**src/rtl/uart_tx_sreg.sv**
```systemverilog
// UART 8N1 transmit shifter: loads one word through a Ready/Load handshake and
// sends start bit, DATA_WIDTH data bits LSB first and one stop bit on TXD.
module uart_tx_sreg #(
    parameter int DATA_WIDTH   = 8,
    parameter int CLKS_PER_BIT = 868
) (
    input  logic                  Clk,
    input  logic                  Rst,
    input  logic                  Load,
    input  logic [DATA_WIDTH-1:0] Data_in,
    output logic                  Ready,
    output logic                  Done,
    output logic                  TXD
);

    localparam int BAUD_W = (CLKS_PER_BIT > 1) ? $clog2(CLKS_PER_BIT) : 1;
    localparam int BIT_W  = (DATA_WIDTH > 1) ? $clog2(DATA_WIDTH) : 1;
    localparam logic [BAUD_W-1:0] BAUD_LAST = BAUD_W'(CLKS_PER_BIT - 1);
    localparam logic [BIT_W-1:0]  BIT_LAST  = BIT_W'(DATA_WIDTH - 1);

    if (CLKS_PER_BIT < 2) begin : g_bad_clks_per_bit
        $error("uart_tx_sreg: CLKS_PER_BIT must be at least 2");
    end

    typedef enum logic [1:0] {
        IDLE  = 2'd0,
        START = 2'd1,
        DATA  = 2'd2,
        STOP  = 2'd3
    } state_t;

    state_t                  state_r;
    state_t                  state_next_s;
    logic [BAUD_W-1:0]       baud_r;
    logic [BIT_W-1:0]        bit_r;
    logic [DATA_WIDTH-1:0]   shreg_r;
    logic [DATA_WIDTH-1:0]   shifted_s;
    logic                    txd_r;
    logic                    done_r;
    logic                    txd_next_s;
    logic                    done_next_s;
    logic                    bit_end_s;
    logic                    accept_s;

    assign bit_end_s = (state_r != IDLE) && (baud_r == BAUD_LAST);
    assign accept_s  = (state_r == IDLE) && Load;
    assign shifted_s = shreg_r >> 1;
    assign TXD       = txd_r;
    assign Done      = done_r;

    // State register.
    always_ff @(posedge Clk or posedge Rst) begin
        if (Rst) begin
            state_r <= IDLE;
        end else begin
            state_r <= state_next_s;
        end
    end

    // Next-state decode; every non-IDLE state advances only at bit-end.
    always_comb begin
        state_next_s = state_r;
        case (state_r)
            IDLE: begin
                if (Load) state_next_s = START;
                else      state_next_s = IDLE;
            end
            START: begin
                if (bit_end_s) state_next_s = DATA;
                else           state_next_s = START;
            end
            DATA: begin
                if (bit_end_s && (bit_r == BIT_LAST)) state_next_s = STOP;
                else                                  state_next_s = DATA;
            end
            STOP: begin
                if (bit_end_s) state_next_s = IDLE;
                else           state_next_s = STOP;
            end
            default: state_next_s = IDLE;
        endcase
    end

    // Output decode: TXD is precomputed from the next state so the flop
    // shows the new bit level on the very cycle the state changes.
    always_comb begin
        Ready       = (state_r == IDLE);
        done_next_s = (state_r == STOP) && bit_end_s;
        txd_next_s  = 1'b1;
        case (state_next_s)
            IDLE:  txd_next_s = 1'b1;
            START: txd_next_s = 1'b0;
            DATA: begin
                if ((state_r == DATA) && bit_end_s) txd_next_s = shifted_s[0];
                else                                txd_next_s = shreg_r[0];
            end
            STOP:    txd_next_s = 1'b1;
            default: txd_next_s = 1'b1;
        endcase
    end

    // Datapath: baud/bit counters, shift register and registered outputs.
    always_ff @(posedge Clk or posedge Rst) begin
        if (Rst) begin
            baud_r  <= {BAUD_W{1'b0}};
            bit_r   <= {BIT_W{1'b0}};
            shreg_r <= {DATA_WIDTH{1'b0}};
            txd_r   <= 1'b1;
            done_r  <= 1'b0;
        end else begin
            txd_r  <= txd_next_s;
            done_r <= done_next_s;
            if (accept_s) begin
                shreg_r <= Data_in;
                baud_r  <= {BAUD_W{1'b0}};
                bit_r   <= {BIT_W{1'b0}};
            end else if (state_r != IDLE) begin
                if (bit_end_s) baud_r <= {BAUD_W{1'b0}};
                else           baud_r <= baud_r + BAUD_W'(1);
                if ((state_r == START) && bit_end_s) begin
                    bit_r <= {BIT_W{1'b0}};
                end else if ((state_r == DATA) && bit_end_s) begin
                    shreg_r <= shifted_s;
                    bit_r   <= bit_r + BIT_W'(1);
                end else begin
                    bit_r <= bit_r;
                end
            end else begin
                baud_r <= baud_r;
            end
        end
    end

endmodule

```
**config.mk**
```make
export PLATFORM = sky130hd
export DESIGN_NAME = uart_tx_sreg
export DESIGN_NICKNAME = d
export VERILOG_FILES = /design/src/rtl/uart_tx_sreg.sv
export SDC_FILE = /design/constraint.sdc
export NUM_CORES = 1
export LEC_CHECK = 0
export CAP_MARGIN = 10
export CELL_PAD_IN_SITES_DETAIL_PLACEMENT = 1
export CELL_PAD_IN_SITES_GLOBAL_PLACEMENT = 2
export CORE_MARGIN = 1
export CORE_UTILIZATION = 35
export DETAILED_ROUTE_END_ITERATION = 7
export PLACE_DENSITY_LB_ADDON = 0.1
export SYNTH_ARGS = -nofsm -noshare
export SYNTH_HDL_FRONTEND = slang
export SYNTH_SLANG_ARGS = --single-unit
```
**constraint.sdc**
```tcl
create_clock -name Clk -period 2.36 [get_ports Clk]
set_input_delay 0.354 -clock Clk [delete_from_list [all_inputs] [get_ports Clk]]
set_output_delay 0.354 -clock Clk [all_outputs]
set_load 0.1 [all_outputs]
```
==> results.tsv, run 1 <==
stage	metric	value	unit
timing	tns	0	ps
layout	drive_gt1_share	14.0	%
cts	cts_buffers	3	
critical_path	endpoint_kind	flop	
timing	fmax	463	MHz
critical_path	startpoint_type	flop	
grt	grt_first_pass_wirelength	5470	um
floorplan	die_area	4030	um2
yosys	syn_nets	147	
grt	grt_max_degree	26	
yosys	synth-warning-count	0	
routing	dr_wl_met2	1330	um
pwr	total_power	1500	uW
yosys	syn-cell-area	1320	um2
critical_path	arrival	2350	ps
yosys	synth_top_flop_cell	dfrtp_1	
yosys	synth_sequential_area_ratio	47.4	%
routing	wl_met3	66	um
floorplan	io_pins	14	
pwr	powerDensity	950	nW/um2
timing	min_period	2160	ps
timing	worst_slew_pin_slew	638	ps
layout	layout_common_cells	dfrtp_1 (24), nand2_1 (15), clkdlybuf4s50_1 (10), buf_4 (9)	
grt	antenna_found_initial	0	
cts	clk_pin_slew	90	ps
placement	hpwlAfterDp	2270	um
layout	antenna_cells	0	
yosys	synth_seq_cells	25	
run	drv_cap	0	
routing	routed.top_layer	met4	
routing	drt_iter0_markers	43	
yosys	yosysTopAreaCellShare	45.4	%
cts	clk_latency	270	ps
timing	hold_viol_final	0	
critical_path	path_max_fanout	7	
cts	root_buffer	clkbuf_8	
yosys	synth.area.top_cells	dfrtp_1 (45%), nand2_1 (4.3%), ha_1 (3.8%)	
yosys	ys_types	41	
cts	cts_buffer_depth	2	
placement	portBuffers	13	
timing	maxSlewViolCount	0	
timing	min_period_over_period	91.5	%
timing	setup_viol	0	
critical_path	required	2550	ps
cts	cts_setup_buffers	0	
layout	final_common_cell	dfrtp_1	
routing	drc	0	
grt	track_usage	17.4	%
yosys	async_flop_share	100	%
cts	cts_tree	yes	
routing	wl_met1	1600	um
floorplan	rows	21	
yosys	synth_edf_count	0	
pwr	leakagePower	0.000669	uW
layout	multi_input_area	662	um2
layout	final_nets	166	
layout	area_growth	19.0	%
cts	clock_sinks	25	
routing	drt_pre_antenna_iters	4	
cts	h-tree-depth	1	
grt	grt-ovfl-total	0	
floorplan	core	3470	um2
timing	fin_skew	4.25	ps
layout	seq_area	627	um2
critical_path	setup.worst_path.class	reg2reg	
pwr	peakVddDrop	0.463	mV
cts	hold_buffers	0	
grt	first_global_vias	1145	
placement	gp_congestion	0.800	
routing	wl_per_cell	15.5	um
yosys	synthCells	132	
floorplan	initial_core_util	38.2	%
floorplan	die_h	63.5	um
timing	worst_slew_margin_rel	57.1	%
status	status	complete, no violations	
min_path	hold_path.class	in2async	
layout	final.fill_count	426	
routing	wl	3040	um
timing	rsz0062_at_grt	no	
cts	post_cts_resized	0	
routing	viasPerCell	5.58	
routing	detail-route-antenna-nets	0	
routing	num_vias	1094	
floorplan	die_width	63.5	um
yosys	avgSynthCellArea	10.0	um2
yosys	yosysTopAreaCell	dfrtp_1	
report_power, final:
part / switching, uW / internal, uW / total [uW]
logic: 221 / 246 / 467
registers: 183 / 588 / 771
clock network: 141 / 118 / 259
total: 545 / 952 / 1500
cell families (layout without fill, tap and decap cells):
family	count (synthesis)	in the layout	synth area share, %
mux	3	3	2.36
fa+ha+maj	4	4	3.78
compound gates	36	36	18.8
xor+xnor	4	4	2.65
flops	25	25	47.4
buf+inv	9	27	3.21
simple gates	51	51	21.8
path summary, 6_finish.rpt:
path	from	endpoint	slack (ps)	cells past startpoint
min	Rst	shreg_r[7]$_DFFE_PP0P_	430	3
max in group asynchronous	Rst	TXD$_DFF_PP1_	1640	3
max reg2reg	baud_r[2]$_DFFE_PP0P_	TXD$_DFF_PP1_	200	8
min in group Clk	shreg_r[4]$_DFFE_PP0P_	shreg_r[4]$_DFFE_PP0P_	500	1
min reg2reg	shreg_r[4]$_DFFE_PP0P_	shreg_r[4]$_DFFE_PP0P_	500	1
max	baud_r[2]$_DFFE_PP0P_	TXD$_DFF_PP1_	200	8
worst max-delay path: stages (launching register included):
cell and delay [ps]:
dfrtp_1 460, or3_4 450, nor3_1 140, buf_4 160, nand2_1 90, xor2_1 170
ha_1 310, nor3_1 60, a211oi_1 230
area by class of cell:
cell class              instances  share of cell area, %
clock buffers                   3                   2.62
clock inverters                 1                  0.318
inverters                       4                  0.953
multi-input cells              98                   42.0
flip-flops and latches         25                   39.8
well taps                      46                   3.65
repair buffers                 19                   10.6
per-layer routing:
metal	track usage, %	vias to the layer above
met1	24.7	550
met2	27.1	13
met5	0	-
li1	-	526
met4	5.97	0
met3	2.17	5
flip-flops by register name (all words and copies together), names as in the netlist:
name	flops
baud_r	10
state_r	2
bit_r	3
shreg_r	8
TXD	1
Done	1
cell usage after synthesis (2+ instances only):
master    instances
nand4_1           2
a21oi_1           6
a31oi_1           6
and3_1            2
o22a_1            5
and2_1            2
xnor2_1           3
nand2b_1          3
nand2_1          15
mux2i_1           2
clkbuf_1          2
o21a_1            5
o21ai_0           6
nor3_1            6
or3_1             2
inv_1             4
ha_1              4
nor2_1            5
a41oi_1           3
nand3_1           4
a22o_1            2
dfrtp_1          24
per-stage QoR:
stage | setup slack, ps | std cells | utilization [%] | instance area, um2 | hold WS [ps]
6_report | 201 | 196 | 45.4 | 1580 | 427
3_5_place_dp | 211 | 192 | 44.1 | 1530 | 487
2_1_floorplan | 206 | 132 | - | 1330 | 381
5_1_grt | 29.4 | 196 | 45.4 | 1580 | 466
4_1_cts | 184 | 196 | 45.4 | 1580 | 438
3_3_place_gp | 260 | 192 | 44.1 | 1530 | 476
No activity file was read; power rests on OpenSTA's default activity.
==> inputs of run 2 (changes only) <==
- CAP_MARGIN: 10 -> 20
- CTS_CLUSTER_DIAMETER: default -> 150
- SLEW_MARGIN: default -> 20
==> results of run 2 <==
Final layout, timing and power as in run 1 (identical DEF).
